==> src/rtl/id_ex_stage.sv <==
// ID/EX pipeline register: decodes the ID instruction into ALU control, resolves
// forwarded operands and immediates, and registers everything for the EX stage.
module id_ex_stage (
  input  logic        clk,
  input  logic        reset,
  input  logic        valid_in,
  input  logic [5:0]  opcode,
  input  logic [5:0]  funct,
  input  logic [4:0]  rs,
  input  logic [4:0]  rt,
  input  logic [4:0]  rd,
  input  logic [15:0] imm16,
  input  logic [31:0] rs_data,
  input  logic [31:0] rt_data,
  input  logic        exm_wr_en,
  input  logic [4:0]  exm_rd,
  input  logic [31:0] exm_data,
  input  logic        wb_wr_en,
  input  logic [4:0]  wb_rd,
  input  logic [31:0] wb_data,
  input  logic        stall,
  input  logic        flush,
  output logic [31:0] alu_a,
  output logic [31:0] alu_b,
  output logic [2:0]  alu_ctrl,
  output logic [31:0] store_data,
  output logic [4:0]  dest_reg,
  output logic        reg_write,
  output logic        mem_read,
  output logic        mem_write,
  output logic        valid_out,
  output logic        illegal
);

  localparam int unsigned DW = 32;
  localparam int unsigned RW = 5;
  localparam int unsigned CW = 3;

  localparam logic [CW-1:0] ALU_ADD = 3'b000;
  localparam logic [CW-1:0] ALU_SUB = 3'b001;
  localparam logic [CW-1:0] ALU_XOR = 3'b010;
  localparam logic [CW-1:0] ALU_BEQ = 3'b011;
  localparam logic [CW-1:0] ALU_OR  = 3'b100;

  // EX/MEM result beats WB result; r0 always reads as zero.
  function automatic logic [DW-1:0] fwd(
    input logic [RW-1:0] r,
    input logic [DW-1:0] rf,
    input logic          ew,
    input logic [RW-1:0] er,
    input logic [DW-1:0] ed,
    input logic          ww,
    input logic [RW-1:0] wr,
    input logic [DW-1:0] wd
  );
    if (r == '0)                 return '0;
    else if (ew && (er == r))    return ed;
    else if (ww && (wr == r))    return wd;
    else                         return rf;
  endfunction

  logic [DW-1:0] fwd_rs, fwd_rt, sext, zext;
  logic          dec_ok, dec_rw, dec_mr, dec_mw;
  logic [CW-1:0] dec_ctrl;
  logic [DW-1:0] dec_b;
  logic [RW-1:0] dec_dest;
  logic          take, bad;

  always_comb begin
    fwd_rs = fwd(rs, rs_data, exm_wr_en, exm_rd, exm_data, wb_wr_en, wb_rd, wb_data);
    fwd_rt = fwd(rt, rt_data, exm_wr_en, exm_rd, exm_data, wb_wr_en, wb_rd, wb_data);
    sext   = {{16{imm16[15]}}, imm16};
    zext   = {16'h0000, imm16};
  end

  // Instruction decode
  always_comb begin
    dec_ok   = 1'b0;
    dec_ctrl = ALU_ADD;
    dec_b    = '0;
    dec_dest = '0;
    dec_rw   = 1'b0;
    dec_mr   = 1'b0;
    dec_mw   = 1'b0;
    case (opcode)
      6'h00: begin
        dec_b    = fwd_rt;
        dec_dest = rd;
        dec_rw   = 1'b1;
        case (funct)
          6'h20:   begin dec_ok = 1'b1; dec_ctrl = ALU_ADD; end
          6'h22:   begin dec_ok = 1'b1; dec_ctrl = ALU_SUB; end
          6'h25:   begin dec_ok = 1'b1; dec_ctrl = ALU_OR;  end
          6'h26:   begin dec_ok = 1'b1; dec_ctrl = ALU_XOR; end
          default: dec_ok = 1'b0;
        endcase
      end
      6'h08: begin dec_ok = 1'b1; dec_ctrl = ALU_ADD; dec_b = sext; dec_dest = rt; dec_rw = 1'b1; end
      6'h0D: begin dec_ok = 1'b1; dec_ctrl = ALU_OR;  dec_b = zext; dec_dest = rt; dec_rw = 1'b1; end
      6'h0E: begin dec_ok = 1'b1; dec_ctrl = ALU_XOR; dec_b = zext; dec_dest = rt; dec_rw = 1'b1; end
      6'h23: begin
        dec_ok = 1'b1; dec_ctrl = ALU_ADD; dec_b = sext; dec_dest = rt; dec_rw = 1'b1; dec_mr = 1'b1;
      end
      6'h2B: begin dec_ok = 1'b1; dec_ctrl = ALU_ADD; dec_b = sext; dec_mw = 1'b1; end
      6'h04: begin dec_ok = 1'b1; dec_ctrl = ALU_BEQ; dec_b = fwd_rt; end
      default: dec_ok = 1'b0;
    endcase
    take = valid_in && dec_ok && !flush;
    bad  = valid_in && !dec_ok && !flush;
  end

  // Pipeline register: reset > flush > stall > load; non-taken loads become bubbles.
  always_ff @(posedge clk) begin
    if (reset) begin
      alu_a      <= '0;
      alu_b      <= '0;
      alu_ctrl   <= '0;
      store_data <= '0;
      dest_reg   <= '0;
      reg_write  <= 1'b0;
      mem_read   <= 1'b0;
      mem_write  <= 1'b0;
      valid_out  <= 1'b0;
      illegal    <= 1'b0;
    end else if (stall && !flush) begin
      illegal    <= 1'b0;
    end else begin
      alu_a      <= take ? fwd_rs   : '0;
      alu_b      <= take ? dec_b    : '0;
      alu_ctrl   <= take ? dec_ctrl : ALU_ADD;
      store_data <= take ? fwd_rt   : '0;
      dest_reg   <= take ? dec_dest : '0;
      reg_write  <= take && dec_rw && (dec_dest != '0);
      mem_read   <= take && dec_mr;
      mem_write  <= take && dec_mw;
      valid_out  <= take;
      illegal    <= bad;
    end
  end

endmodule

==> config.mk <==
export PLATFORM = sky130hd
export DESIGN_NAME = id_ex_stage
export DESIGN_NICKNAME = d
export VERILOG_FILES = /design/src/rtl/id_ex_stage.sv
export SDC_FILE = /design/constraint.sdc
export NUM_CORES = 1
export LEC_CHECK = 0
export CAP_MARGIN = 20
export CORE_UTILIZATION = 40
export CTS_CLUSTER_SIZE = 12
export DETAILED_ROUTE_END_ITERATION = 7
export MAX_ROUTING_LAYER = met4
export PLACE_DENSITY_LB_ADDON = 0.12
export SKIP_LAST_GASP = 1
export SYNTH_ARGS = -nofsm -noshare
export SYNTH_HDL_FRONTEND = slang
export SYNTH_SLANG_ARGS = --single-unit
==> constraint.sdc <==
create_clock -name clk -period 2.6 [get_ports clk]
set_clock_uncertainty 0.05 [all_clocks]
set_input_delay 0.52 -clock clk [delete_from_list [all_inputs] [get_ports clk]]
set_output_delay 0.52 -clock clk [all_outputs]
set_load 0.02 [all_outputs]
After elaboration in Yosys (flattened, before gate mapping)
Cells that the tools add are included.
W data, S select, Z words.
{"block": "totals", "ram_bits": 0, "latchBits": 0, "elab_cells": 71, "register_bits": 109, "output_inout_bits": 109, "in_bits": 188, "memories": 0, "rom_bits": 0}
{"block": "op_classes", "magnitude_cmp": 0, "shifts": 0, "n_reduce_logical": 27, "bitwise": 0, "mux": 20, "n_eq_ne": 14, "n_mul": 0, "div": 0, "n_addsub": 0}
{"op": "$mux W32", "count": 9}
{"op": "$pmux W32 S3", "count": 1}
{"op": "$eq A6 B6 Y1 const B", "count": 6}
{"op": "$eq A5 B5 Y1", "count": 4}
{"op": "$eq A6 B4 Y1 const B", "count": 3}
{"op": "$logic_and A1 B1 Y1", "count": 13}
{"op": "$pmux W3 S4", "count": 1}
{"op": "$logic_not A5 Y1", "count": 2}
{"op": "$pmux W5 S2", "count": 1}
{"op": "$pmux W3 S3", "count": 1}
{"op": "$reduce_or A4 Y1", "count": 2}
{"op": "$eq A6 B3 Y1 const B", "count": 1}
{"op": "$logic_not A6 Y1", "count": 1}
{"op": "$reduce_or A2 Y1", "count": 3}
{"op": "$reduce_or A6 Y1", "count": 1}
{"op": "$mux W5", "count": 1}
{"op": "$reduce_bool A5 Y1", "count": 1}
{"op": "$reduce_or A5 Y1", "count": 1}
{"op": "$mux W1", "count": 4}
{"op": "$mux W3", "count": 1}
{"op": "$reduce_or A3 Y1", "count": 1}
{"op": "$logic_not A1 Y1", "count": 2}
{"op": "$pmux W1 S2", "count": 1}

Depth between registers and ports, before layout
{"block": "depth", "depth_word": 8, "ltp_mapped": 10, "depth_no_buf": 6}

Worst setup path after synthesis
OpenSTA, ideal clock, no wires.
{"block": "synth_path", "path_kind": "input to register", "from": "input port opcode[1]", "to": "register alu_b[4]", "required_time_ps": 2479, "arrival_time_ps": 2101, "setup_slack_ps": 378, "setup_time_ps": 71, "path_buffers": 2, "path_stages": 7, "cell_sequence": "buf_2 -> or2_1 -> or4_4 -> nor4_1 -> o21a_1 -> buf_4 -> o2bb2ai_1"}
{"block": "synth_between", "elab_chain_cells": 6, "elab_cells_between_ends": 16, "classes_between": "6 x eq/ne; 3 x mux; 7 x reduce/logical"}
{"element": "start, declared", "line_no": "7", "source": "input logic [5:0] opcode,"}
{"element": "$eq A6 B3 Y1 (tied with other cells)", "line_no": "85", "source": "case (opcode)"}
{"element": "$reduce_or A6 Y1 (no line)"}
{"element": "$pmux W1 S2", "line_no": "85"}
{"element": "$logic_and A1 B1 Y1 (2 in a row)", "line_no": "108", "source": "take = valid_in && dec_ok && !flush;"}
{"element": "$mux W32 *", "line_no": "129", "source": "alu_b <= take ? dec_b : '0;"}
{"element": "end signal, assigned", "line_no": "129"}
{"element": "end, declared", "line_no": "24", "source": "output logic [31:0] alu_b,"}
Mark *: on every way between the ends. The rest lies on a longest branch, timed or not.
A chain may end at the register's enable or synchronous reset.

Final worst setup path
{"block": "layout_path", "from": "input port rt[3]", "to": "register alu_b[17]"}
{"block": "layout_between", "elab_chain_cells": 7, "elab_cells_between_ends": 10, "classes_between": "2 x eq/ne; 5 x mux; 3 x reduce/logical"}
{"element": "start, declared", "line_no": "10", "source": "input logic [4:0] rt,"}
{"element": "$eq A5 B5 Y1", "line_no": "58", "source": "else if (ww && (wr == r)) return wd;"}
{"element": "$logic_and A1 B1 Y1", "line_no": "58"}
{"element": "$mux W32", "line_no": "58"}
{"element": "$mux W32", "line_no": "57", "source": "else if (ew && (er == r)) return ed;"}
{"element": "$mux W32 *", "line_no": "56", "source": "if (r == '0) return '0;"}
{"element": "$pmux W32 S3 *", "line_no": "85"}
{"element": "$mux W32 *", "line_no": "129"}
Marked as above.

==> results_dict.tcl <==
set metrics [dict create \
    status "finished clean" \
    netlist.area_leader.share_pct 37.90 \
    setup.worst_path.start "rt[3]" \
    use_met1_pct 38.63 \
    synthXorXnorAreaFrac_pct 3.195 \
    rrSetupSlack_ps 1710 \
    cp-endpoint "alu_b[17]$_SDFFE_PP0N_" \
    vdd_ir_drop_max_mv 0.3708 \
    grt_pass1_wl_microns 33940 \
    leakage_nw 3.447 \
    yosys_warnings 0 \
    fin_nets 1171 \
    die_w_microns 122.0 \
    cts_setup_buffers 0 \
    reg_top3 "alu_a: 32 flops, alu_b: 32 flops, store_data: 32 flops" \
    layout-drive-gt1-share_pct 11.44 \
    grt_pass1_vias 6317 \
    drt_iter0_drc 509 \
    synthMuxAreaShare_pct 7.303 \
    regArea_sq_um 2182 \
    p_total_mw 3.703 \
    cts_tree "yes" \
    overflow 0 \
    drv_cap 0 \
    first_pass_iters 5 \
    grt_max_degree 65 \
    hold_buffers 0 \
    crit_path_cell_trace "clkdlybuf4s50_1, xor2_1, nor4_2, and3_1, buf_12, mux2i_1, a211o_1, a221oi_1" \
    end_kind "flop" \
    synth_edf_count 0 \
    clk_pin_slew_worst_paths_ps 70 \
    hp-class "flop to flop" \
    core_sq_um 13930 \
    gp_congestion 1.007 \
    report.final.setup_viol 0 \
    async_flop_share_pct 0 \
    slowest_delay_ps 460 \
    dp_hpwl_microns 17360 \
    synth_top_area_cell "dfxtp_1" \
    synth_area_sq_um 5757 \
    utilization_pct 69.29 \
    timing.final.crit_share_pct 96.02 \
    use_met3_pct 5.993 \
    cts_buffers 9 \
    crit_required_ps 2810 \
    num_antenna_cells 0 \
    crit_slowest_cell "clkdlybuf4s50_1" \
    crit_path_max_fanout 24 \
    maxSlewViolCount 0 \
    drt_wl_total_microns 22820 \
    power_density_nw_per_um2 383.6 \
    finalHoldViolations 0 \
    synth-compound-area-share_pct 32.10 \
    r2r_start "alu_b[26]$_SDFFE_PP0N_" \
    die_h_microns 122.0 \
    fillers 1098 \
    htree_levels 3 \
    synthTopCellsByArea "dfxtp_1 (38%), a22o_1 (12%), mux2i_1 (7.3%)" \
    ant_nets 0 \
    grt_util_met2_pct 49.54 \
    worst_slack_ps 103.5 \
    synth.most_common_cell "dfxtp_1" \
    ys_top_cells_by_count "dfxtp_1 (109), a22o_1 (76), nor2_1 (75)" \
    yosysUniqueCellTypes 46 \
    crit_type "primary input to flop" \
    r2r_cells 2 \
    syn_area_per_cell_sq_um 8.644 \
    initial_core_util_pct 41.31 \
    syn_nets 854 \
    grt_antenna_before_repair 0 \
    cts_root_buffer "clkbuf_16" \
    rsz0062_at_grt "no" \
    gr-usage-all-layers_pct 30.72 \
    whs_ps 410.2 \
    area_growth_pct 67.72 \
    drc 0 \
    ys.flop_type "dfxtp_1" \
    max_clock_freq_mhz 400.6 \
    synthSimpleGateAreaFrac_pct 14.17 \
    slew_headroom_pct 56.91 \
    fin_crit_ps 2496 \
    ios 297 \
    synth_top_family_by_area "compound AO/OA/AOI/OAI gates" \
    wl_per_cell_microns 19.53 \
    vias_per_cell 5.711 \
    synth_fa_ha_area_share_pct 0 \
    ys_ff_latch 109 \
    die_area_sq_um 14880 \
    synth_cells 666 \
    multiInputGateArea_sq_um 3316 \
    ctsResizeCount 0 \
    clockBufferDepth 2 \
    port_buffers 296 \
    clk_latency_ps 350 \
    busiest_layer "met2" \
    reg2reg_to "alu_b[26]$_SDFFE_PP0N_" \
    synth.yosys.seq_area_share_pct 37.90 \
    tightest_slew_ps 646.4 \
    dp_slack_ps -243.3 \
    num_vias 6671 \
    worstPathArrival_ps 2710 \
    rows 43 \
    cts.sinks 109 \
    crit_path_start_kind "primary input" \
]
## logic make-up (layout without fill, tap and decap cells)
logic type      count (synthesis)  in the layout
simple gates                  182            182
compound gates                248            248
xor+xnor                       21             21
buf+inv                        64            386
flops                         109            109
mux                            42             42
## area by class of cell
class                      instances  area share (%)
clock inverter                     6          0.4924
clock buffer                      10           2.371
tap                              180           2.333
timing repair buffer             368           37.79
sequential                       109           22.60
multi-input combinational        493           34.34
inverter                           2         0.07775
## layer usage
layer / share of wire, % / up-vias
met4: 2.3 / 0
met3: 7.7 / 38
met1: 42 / 3165
li1: - / 3140
met2: 48 / 328
met5: 0 / -
## critical path: cells and delay by family
kind / cells / cell delay (ps)
buffers and inverters: 2 / 670
AOI/OAI and AO/OA: 2 / 540
and+or+nand+nor: 2 / 630
xor gates and xnor gates: 1 / 200
muxes: 1 / 140
## metrics by stage
stage                     std cells  area, sq um  TNS (ps)
final                          1168         9656         0
after global routing           1168         9656         0
after CTS                      1168         9656         0
after detailed placement       1152         9379    -11220
after global placement         1152         9379     -6177
after floorplan                 666         5757         0
## report_power, final
| part | total, mW | leakage [nW] | internal (mW) | switching, mW |
|---|---|---|---|---|
| Combinational | 0.694 | 2.45 | 0.405 | 0.289 |
| Clock | 1.33 | 0.122 | 0.658 | 0.675 |
| Sequential | 1.68 | 0.878 | 1.67 | 0.00320 |
## cell usage in the layout (no fill, tap or decap), drive strengths merged, types with 4 or more instances in the layout
| cell | count |
|---|---|
| nand2 | 65 |
| inv | 4 |
| a21oi | 66 |
| xnor2 | 4 |
| a221oi | 16 |
| xor2 | 17 |
| a22oi | 17 |
| o2bb2ai | 16 |
| o21ai | 9 |
| clkbuf | 10 |
| clkdlybuf4s50 | 295 |
| nand3 | 5 |
| nor2b | 4 |
| dfxtp | 109 |
| mux2i | 42 |
| buf | 73 |
| a31oi | 25 |
| nor2 | 77 |
| a31o | 7 |
| nor4 | 11 |
| or4 | 5 |
| clkinvlp | 4 |
| a211o | 10 |
| a22o | 76 |
## how the worst min path moves through the flow
stage                                   startpoint                        to  cells past startpoint
after floorplan           alu_ctrl[0]$_SDFFE_PP0N_  alu_ctrl[0]$_SDFFE_PP0N_                      2
after global placement      valid_out$_SDFFE_PP0N_    valid_out$_SDFFE_PP0N_                      2
after detailed placement  alu_ctrl[2]$_SDFFE_PP0N_  alu_ctrl[2]$_SDFFE_PP0N_                      2
after CTS                 alu_ctrl[2]$_SDFFE_PP0N_  alu_ctrl[2]$_SDFFE_PP0N_                      2
after global routing        valid_out$_SDFFE_PP0N_    valid_out$_SDFFE_PP0N_                      2
final                     alu_ctrl[2]$_SDFFE_PP0N_  alu_ctrl[2]$_SDFFE_PP0N_                      2
Power figures use the tool's default switching activity.
